`config.mk`:
```
export PLATFORM = sky130hd
export DESIGN_NAME = mem_bus_arbiter
export DESIGN_NICKNAME = d
export VERILOG_FILES = /design/src/rtl/mem_bus_pkg.sv /design/src/rtl/arb_pick2.sv /design/src/rtl/mem_bus_arbiter.sv
export SDC_FILE = /design/constraint.sdc
export NUM_CORES = 1
export LEC_CHECK = 0
export CORE_MARGIN = 5
export CORE_UTILIZATION = 34
export DETAILED_ROUTE_END_ITERATION = 16
export HOLD_SLACK_MARGIN = 0.12
export PLACE_DENSITY = 0.81
export SYNTH_ARGS = -nofsm -noshare
export SYNTH_HDL_FRONTEND = slang
export SYNTH_SLANG_ARGS = --single-unit
```
`constraint.sdc`:
```
create_clock -name clk -period 1.6 [get_ports clk]
set_clock_uncertainty 0.1 [all_clocks]
set_input_delay 0.32 -clock clk [delete_from_list [all_inputs] [get_ports clk]]
set_output_delay 0.32 -clock clk [all_outputs]
set_load 0.03 [all_outputs]
```
`src/rtl/mem_bus_pkg.sv`:
```
// Shared types for the two-requester memory bus arbiter.
//  arb_state_t : arbiter FSM states
//  mem_req_t   : one captured bus request (address, write data, write enable, byte lanes)
//  GRANT_A/B   : encoding of the grant / last_grant bit
package mem_bus_pkg;
  localparam int ADDR_HI_DEF = 19;

  typedef enum logic [1:0] {
    IDLE    = 2'd0,
    SERVE_A = 2'd1,
    SERVE_B = 2'd2
  } arb_state_t;

  typedef struct packed {
    logic [ADDR_HI_DEF:1] addr;
    logic [15:0]          data;
    logic                 wr_en;
    logic [1:0]           bytesel;
  } mem_req_t;

  localparam logic GRANT_A = 1'b0;
  localparam logic GRANT_B = 1'b1;
endpackage

```
`src/rtl/arb_pick2.sv`:
```
// Combinational two-way picker.
//  i_req_a/i_req_b : pending requests
//  i_last_grant    : owner of the previous transaction
//  o_grant         : GRANT_A / GRANT_B (GRANT_A when nobody requests; caller ignores it then)
// A sole requester always wins. On a tie B wins when DATA_PRIORITY is set, otherwise
// whoever did not own the previous transaction wins.
module arb_pick2
  import mem_bus_pkg::*;
#(
  parameter bit DATA_PRIORITY = 1'b1
) (
  input  logic i_req_a,
  input  logic i_req_b,
  input  logic i_last_grant,
  output logic o_grant
);
  always_comb begin
    o_grant = GRANT_A;
    if (i_req_a && i_req_b)
      o_grant = (DATA_PRIORITY || (i_last_grant == GRANT_A)) ? GRANT_B : GRANT_A;
    else if (i_req_b)
      o_grant = GRANT_B;
  end
endmodule

```
`src/rtl/mem_bus_arbiter.sv`:
```
// Two-requester arbiter for the single CPU memory port.
//  A = instruction prefetch, B = load/store unit.
//  a_m_* / b_m_* : requester side (addr, data_out, access, wr_en, bytesel in; ack, data_in out)
//  q_m_*         : shared bus side (addr, data_out, access, wr_en, bytesel out; ack, data_in in)
// One whole transaction (access..ack) is granted at a time. The winner's request is
// registered onto q_* on the grant edge and held until q_m_ack; the bus is cleared and
// the FSM returns to IDLE on the edge after the ack, so consecutive transactions are
// separated by at least one idle bus cycle. Read data is broadcast; only the acked owner
// sees an ack.
module mem_bus_arbiter
  import mem_bus_pkg::*;
#(
  parameter bit DATA_PRIORITY = 1'b1,
  parameter int ADDR_HI       = ADDR_HI_DEF
) (
  input  logic             clk,
  input  logic             reset,
  input  logic [ADDR_HI:1] a_m_addr,
  input  logic [15:0]      a_m_data_out,
  input  logic             a_m_access,
  input  logic             a_m_wr_en,
  input  logic [1:0]       a_m_bytesel,
  output logic             a_m_ack,
  output logic [15:0]      a_m_data_in,
  input  logic [ADDR_HI:1] b_m_addr,
  input  logic [15:0]      b_m_data_out,
  input  logic             b_m_access,
  input  logic             b_m_wr_en,
  input  logic [1:0]       b_m_bytesel,
  output logic             b_m_ack,
  output logic [15:0]      b_m_data_in,
  output logic [ADDR_HI:1] q_m_addr,
  output logic [15:0]      q_m_data_out,
  output logic             q_m_access,
  output logic             q_m_wr_en,
  output logic [1:0]       q_m_bytesel,
  input  logic             q_m_ack,
  input  logic [15:0]      q_m_data_in
);
  arb_state_t r_state, w_next_state;
  mem_req_t   r_q, w_req_a, w_req_b;
  logic       r_q_access, r_last_grant;
  logic       w_grant, w_load, w_done;

  assign w_req_a = {a_m_addr, a_m_data_out, a_m_wr_en, a_m_bytesel};
  assign w_req_b = {b_m_addr, b_m_data_out, b_m_wr_en, b_m_bytesel};

  arb_pick2 #(.DATA_PRIORITY(DATA_PRIORITY)) u_pick (
    .i_req_a      (a_m_access),
    .i_req_b      (b_m_access),
    .i_last_grant (r_last_grant),
    .o_grant      (w_grant)
  );

  // Acks only count while a grant is held; an ack seen in IDLE is dropped.
  always_comb begin
    w_next_state = r_state;
    w_load       = 1'b0;
    w_done       = 1'b0;
    case (r_state)
      IDLE: begin
        if (a_m_access || b_m_access) begin
          w_load       = 1'b1;
          w_next_state = (w_grant == GRANT_B) ? SERVE_B : SERVE_A;
        end
      end
      SERVE_A, SERVE_B: begin
        if (q_m_ack) begin
          w_done       = 1'b1;
          w_next_state = IDLE;
        end
      end
      default: w_next_state = IDLE;
    endcase
  end

  always_ff @(posedge clk or posedge reset) begin
    if (reset) begin
      r_state      <= IDLE;
      r_q          <= '0;
      r_q_access   <= 1'b0;
      r_last_grant <= GRANT_A;
    end else begin
      r_state <= w_next_state;
      if (w_load) begin
        r_q        <= (w_grant == GRANT_B) ? w_req_b : w_req_a;
        r_q_access <= 1'b1;
      end else if (w_done) begin
        r_q          <= '0;
        r_q_access   <= 1'b0;
        r_last_grant <= (r_state == SERVE_B) ? GRANT_B : GRANT_A;
      end
    end
  end

  assign q_m_addr     = r_q.addr;
  assign q_m_data_out = r_q.data;
  assign q_m_wr_en    = r_q.wr_en;
  assign q_m_bytesel  = r_q.bytesel;
  assign q_m_access   = r_q_access;

  assign a_m_ack     = q_m_ack & (r_state == SERVE_A);
  assign b_m_ack     = q_m_ack & (r_state == SERVE_B);
  assign a_m_data_in = q_m_data_in;
  assign b_m_data_in = q_m_data_in;
endmodule

```
# Word level (Yosys, flattened, before mapping)
# Cells that the tools add are included.
dict set report totals {
  latchBits 0
  mem_bits_rw 0
  rom_bits 0
  ff_bits 41
  out_inout_bits 73
  input_bits 97
  n_memories 0
  word_cells 33
}
dict set report classes {
  muxes 15
  n_reduce_logical 6
  n_eq_ne 4
  div 0
  n_lt_le_gt_ge 0
  n_bitwise 2
  addsub 0
  multipliers 0
  n_shift 0
}
# operator n
set ops {}
lappend ops {{$mux 38} 3}
lappend ops {{$mux 1} 8}
lappend ops {{$mux 2} 3}
lappend ops {{$ne 2x2->1 const B} 2}
lappend ops {{$pmux 2 s2} 1}
lappend ops {{$and 1x1->1} 2}
lappend ops {{$eq 2x1->1 const B} 1}
lappend ops {{$eq 2x2->1 const B} 1}
lappend ops {{$logic_not 2->1} 1}
lappend ops {{$reduce_and 2->1} 1}
lappend ops {{$reduce_bool 2->1} 1}
lappend ops {{$reduce_or 2->1} 1}
lappend ops {{$logic_and 1x1->1} 1}
lappend ops {{$logic_or 1x1->1} 1}

# Longest topological paths before layout
dict set report depth {
  ltp_word 5
  ltp_mapped 7
  ltp_nobuf 5
}

# Hierarchy
# From an unflattened synthesis, not the netlist that was laid out.
dict set report unflattened {
  hier_cells 228
  area_unflattened_um2 2678.8
}
# mod seq_area_each_um2 n_inst cells_each area_per_inst_um2
set by_module_without_submodules {}
lappend by_module_without_submodules {mem_bus_arbiter 1051.0 1 227 2675.1}
lappend by_module_without_submodules {arb_pick2 0.0 1 1 3.8}

# Worst setup path before layout
# No wires, ideal clock.
dict set report synth_timing {
  path_kind {reg2reg}
  startpoint {register r_state[0]}
  endpoint {register r_q, in the netlist q_m_bytesel[0]}
  period_less_slack_ps 1479
  setup_time_ps 83
  slack_ps 121
  stages_incl_launch_ff 8
  required_ps 1417
  n_path_buf 2
  arrival_time_ps 1296
  path_cell_list {dfrtp_1 > inv_1 > ha_1 > nand2_1 > buf_2 > buf_2 > nand3_1 > o21ai_0}
}
dict set report synth_between {
  elab_chain_cells 4
  word_cells_on_any_way 8
  cone_classes {eq/ne: 2; mux: 3; reduce/logical: 3}
}
# item line
set synth_rtl {}
lappend synth_rtl {{start: declaration} mem_bus_arbiter.sv:40} ;# arb_state_t r_state, w_next_state;
lappend synth_rtl {{start signal: assignment} mem_bus_arbiter.sv:84} ;# r_state <= w_next_state;
lappend synth_rtl {{$eq 2x2->1 or $eq 2x1->1 (tied branches)} mem_bus_arbiter.sv:60} ;# case (r_state)
lappend synth_rtl {{$reduce_or 2->1} mem_bus_arbiter.sv:60}
lappend synth_rtl {{$mux 1} mem_bus_arbiter.sv:60}
lappend synth_rtl {{$reduce_bool 2->1 (no source line)} --}
lappend synth_rtl {{end signal: assignment} mem_bus_arbiter.sv:86} ;# r_q <= (w_grant == GRANT_B) ? w_req_b : w_req_a;
lappend synth_rtl {{end: declaration} mem_bus_arbiter.sv:41} ;# mem_req_t r_q, w_req_a, w_req_b;
# Several ways; a longest one is shown, not always the timed one.
# A chain may end at the register's enable or synchronous reset.

# Worst setup path after layout
dict set report layout_timing {
  startpoint {register r_state[0]}
  endpoint {output port b_m_ack}
}
dict set report layout_between {
  elab_chain_cells 2
}
# item line
set layout_rtl {}
lappend layout_rtl {{$eq 2x2->1} mem_bus_arbiter.sv:103} ;# assign b_m_ack = q_m_ack & (r_state == SERVE_B);
lappend layout_rtl {{$and 1x1->1} mem_bus_arbiter.sv:103}
lappend layout_rtl {{end: declaration} mem_bus_arbiter.sv:30} ;# output logic b_m_ack,
# Every way passes these cells.

==> flow_metrics.env <==
export IMPL_relSlewSlack_pct=75.08
export IMPL_clk_path_buf_depth=2
export IMPL_io_buffers=121
export IMPL_fin_cells=389
export IMPL_cts_tree="built"
export IMPL_crit_path_cell_trace="inv_2, ha_1, and2_4, buf_6"
export IMPL_yosysWarnings=0
export IMPL_synth_seq_area_share_pct=45.20
export IMPL_grt_pass1_wl_um=9156
export IMPL_worstSetupStartpointType="flop"
export IMPL_hold_class="in -> async"
export IMPL_first_pass_iters=3
export IMPL_tightest_slew_ns=0.3752
export IMPL_cpMaxStageDelayCell="dfrtp_1"
export IMPL_cts_buffers_inserted=5
export IMPL_syn_nets=323
export IMPL_boundaryPins=170
export IMPL_routed_wl_um=5707
export IMPL_multi_input_area_um2=884.6
export IMPL_drt_antenna_violating_nets=0
export IMPL_drt_iter0_markers=35
export IMPL_seq_area_um2=1026
export IMPL_required_ns=1.18
export IMPL_cts_sinks=41
export IMPL_n_fill_cell=614
export IMPL_fp_dieArea_um2=8410
export IMPL_synthTopCellsByArea="dfrtp_1 (45%), mux2i_1 (17%), buf_4 (11%)"
export IMPL_powerDensity_nw_per_um2=1606
export IMPL_cp_arrival_ns=1.18
export IMPL_antenna_cells=0
export IMPL_critPathTopFamily="flip-flops"
export IMPL_vdd_drop_max_mv=0.6655
export IMPL_cts_max_level=2
export IMPL_dpl_cell_area_um2=3337
export IMPL_syn_area_um2=2270
export IMPL_num_nets_final=411
export IMPL_min_period_ns=1.602
export IMPL_synth_top_area_share_pct=45.20
export IMPL_finalMaxSlewViolations=0
export IMPL_postLayoutCoreUtil_pct=53.15
export IMPL_setup_violations=1
export IMPL_fin_area_um2=3413
export IMPL_grt_max_degree=42
export IMPL_crit_buf_inv=2
export IMPL_ys_ff_latch=41
export IMPL_viasPerCell=4.707
export IMPL_die_h_um=91.71
export IMPL_drv_cap=0
export IMPL_antenna_found_initial=0
export IMPL_dp_hpwl_um=4381
export IMPL_synth_cell_type_count=19
export IMPL_grtUsageTotal_pct=13.33
export IMPL_gp_congestion=0.7129
export IMPL_overflow=0
export IMPL_root_buffer="clkbuf_8"
export IMPL_setup_slack_ns=-0.002479
export IMPL_syn_avg_cell_area_um2=10.18
export IMPL_syn_to_final_growth_pct=50.39
export IMPL_dp_cells=380
export IMPL_hold_viol_final=0
export IMPL_clk_pin_slew_worst_paths_ns=0.07
export IMPL_synth_cells=223
export IMPL_cp_max_fo=3
export IMPL_vias=1831
export IMPL_initial_core_util_pct=35.34
export IMPL_wire_per_inst_um=14.67
export IMPL_outcome="finished, violations left"
export IMPL_grt_pass1_vias=1956
export IMPL_drive_gt1_share_pct=8.654
export IMPL_clock_fmax_mhz=624.0
export IMPL_synth_top_area_cell="dfrtp_1"
export IMPL_rsz0062_at_grt="yes"
export IMPL_holdWs_ns=0.2801
export IMPL_coreArea_um2=6422
export IMPL_core_rowCount=29
export IMPL_slowest_delay_ns=0.38
export IMPL_violations="negative setup slack"
export IMPL_period_share_pct=100.2
export IMPL_die_x_um=91.71
export IMPL_p_leak_nw=1.604
export IMPL_drc=0
export IMPL_path_class="reg -> out"
export IMPL_finalPower_mw=5.481
export IMPL_crit_path_end_kind="output port"
export IMPL_clk_latency_ns=0.28
==> cell usage after synthesis <==
library cell,count
a21oi_1,2
a31o_2,1
and2_1,2
buf_1,1
buf_2,6
buf_4,33
buf_6,5
clkbuf_1,4
dfrtp_1,41
ha_1,3
inv_1,3
mux2i_1,38
nand2_1,4
nand2b_1,2
nand3_1,38
o21ai_0,31
o21ai_1,7
o21ai_4,1
o22ai_1,1
==> metrics by stage <==
stage | setup TNS (ns) | setup WS [ns]
after global placement | 0 | 0.05983
after detailed placement | 0 | 0.008867
after global routing | -0.1295 | -0.06824
final | -0.002479 | -0.002479
after CTS | -0.03305 | -0.01695
after floorplan | 0 | 0.1213
==> state kept, by name (all words and copies together), names as in the netlist <==
signal        count
q_m_bytesel       2
q_m_data_out     16
r_state           2
q_m_access        1
q_m_wr_en         1
q_m_addr         19
==> final cells by class <==
class / count / share of cell area, %
Multi-Input combinational cell: 130 / 25.92
Clock inverter: 1 / 0.1466
Sequential cell: 41 / 30.06
Clock buffer: 7 / 2.823
Tap cell: 77 / 2.823
Inverter: 3 / 0.3299
Timing Repair Buffer: 130 / 37.90
==> power breakdown <==
group          leakage, nW  switching (mW)  internal (mW)
Sequential           0.512           0.227           1.51
Clock               0.0542           0.337          0.390
Combinational         1.04            1.90           1.12
Total                 1.60            2.47           3.01
==> cell families after synthesis <==
family | share of synthesized area (%)
AOI/OAI and AO/OA | 10.20
adders and majority gates | 1.654
buffers and inverters | 16.04
DFF | 45.20
muxes | 16.76
and+or+nand+nor | 10.14
==> worst register-to-register path: cells and delay by family, from the launching register on <==
family	cells	cell delay (ns)
adders and majority gates	1	0.28
AOI/OAI and AO/OA	2	0.21
buffers and inverters	2	0.26
DFF	1	0.41
and+or+nand+nor	1	0.09
==> cells in the final DEF, fill, tap and decap left out, drive strengths merged, types with 3 or more instances in the layout <==
| cell type | synthesis | routed |
|---|---|---|
| inv | 3 | 3 |
| dfrtp | 41 | 41 |
| clkbuf | 4 | 7 |
| nand3 | 38 | 38 |
| dlygate4sd2 | 0 | 39 |
| buf | 45 | 12 |
| ha | 3 | 3 |
| nand2 | 4 | 4 |
| mux2i | 38 | 38 |
| o21ai | 39 | 39 |
| clkdlybuf4s50 | 0 | 79 |
==> timing repair <==
item                                    in CTS  in global routing
gates resized for setup                     45                  1
buffers inserted                             1                  0
hold buffers                                 0                  0
endpoints found under the setup margin      41                  8
cloned                                       0                  0
==> final timing paths <==
check                                       start                           end  slack [ns]  depth (start not counted)
max in group asynchronous                   reset   q_m_data_out[4]$_DFFE_PP0P_        0.91                          3
min reg2reg                q_m_access$_DFFE_PP0P_        q_m_access$_DFFE_PP0P_        0.38                          2
max reg2reg                r_state[1]$_DFFE_PP0P_       q_m_addr[9]$_DFFE_PP0P_        0.12                          6
min in group clk           q_m_access$_DFFE_PP0P_        q_m_access$_DFFE_PP0P_        0.38                          2
min                                         reset  q_m_data_out[13]$_DFFE_PP0P_        0.28                          3
max                        r_state[0]$_DFFE_PP0P_                       b_m_ack      -0.002                          4
==> routing by layer <==
| metal | GRT usage, % | vias to the layer above | share of wire, % |
|---|---|---|---|
| met5 | 0 | - | 0 |
| met4 | 5.817 | 0 | 1.8 |
| met3 | 5.319 | 12 | 12 |
| met2 | 23.80 | 81 | 50 |
| met1 | 13.80 | 817 | 36 |
| li1 | - | 921 | - |
(Power assumes the default switching activity.)
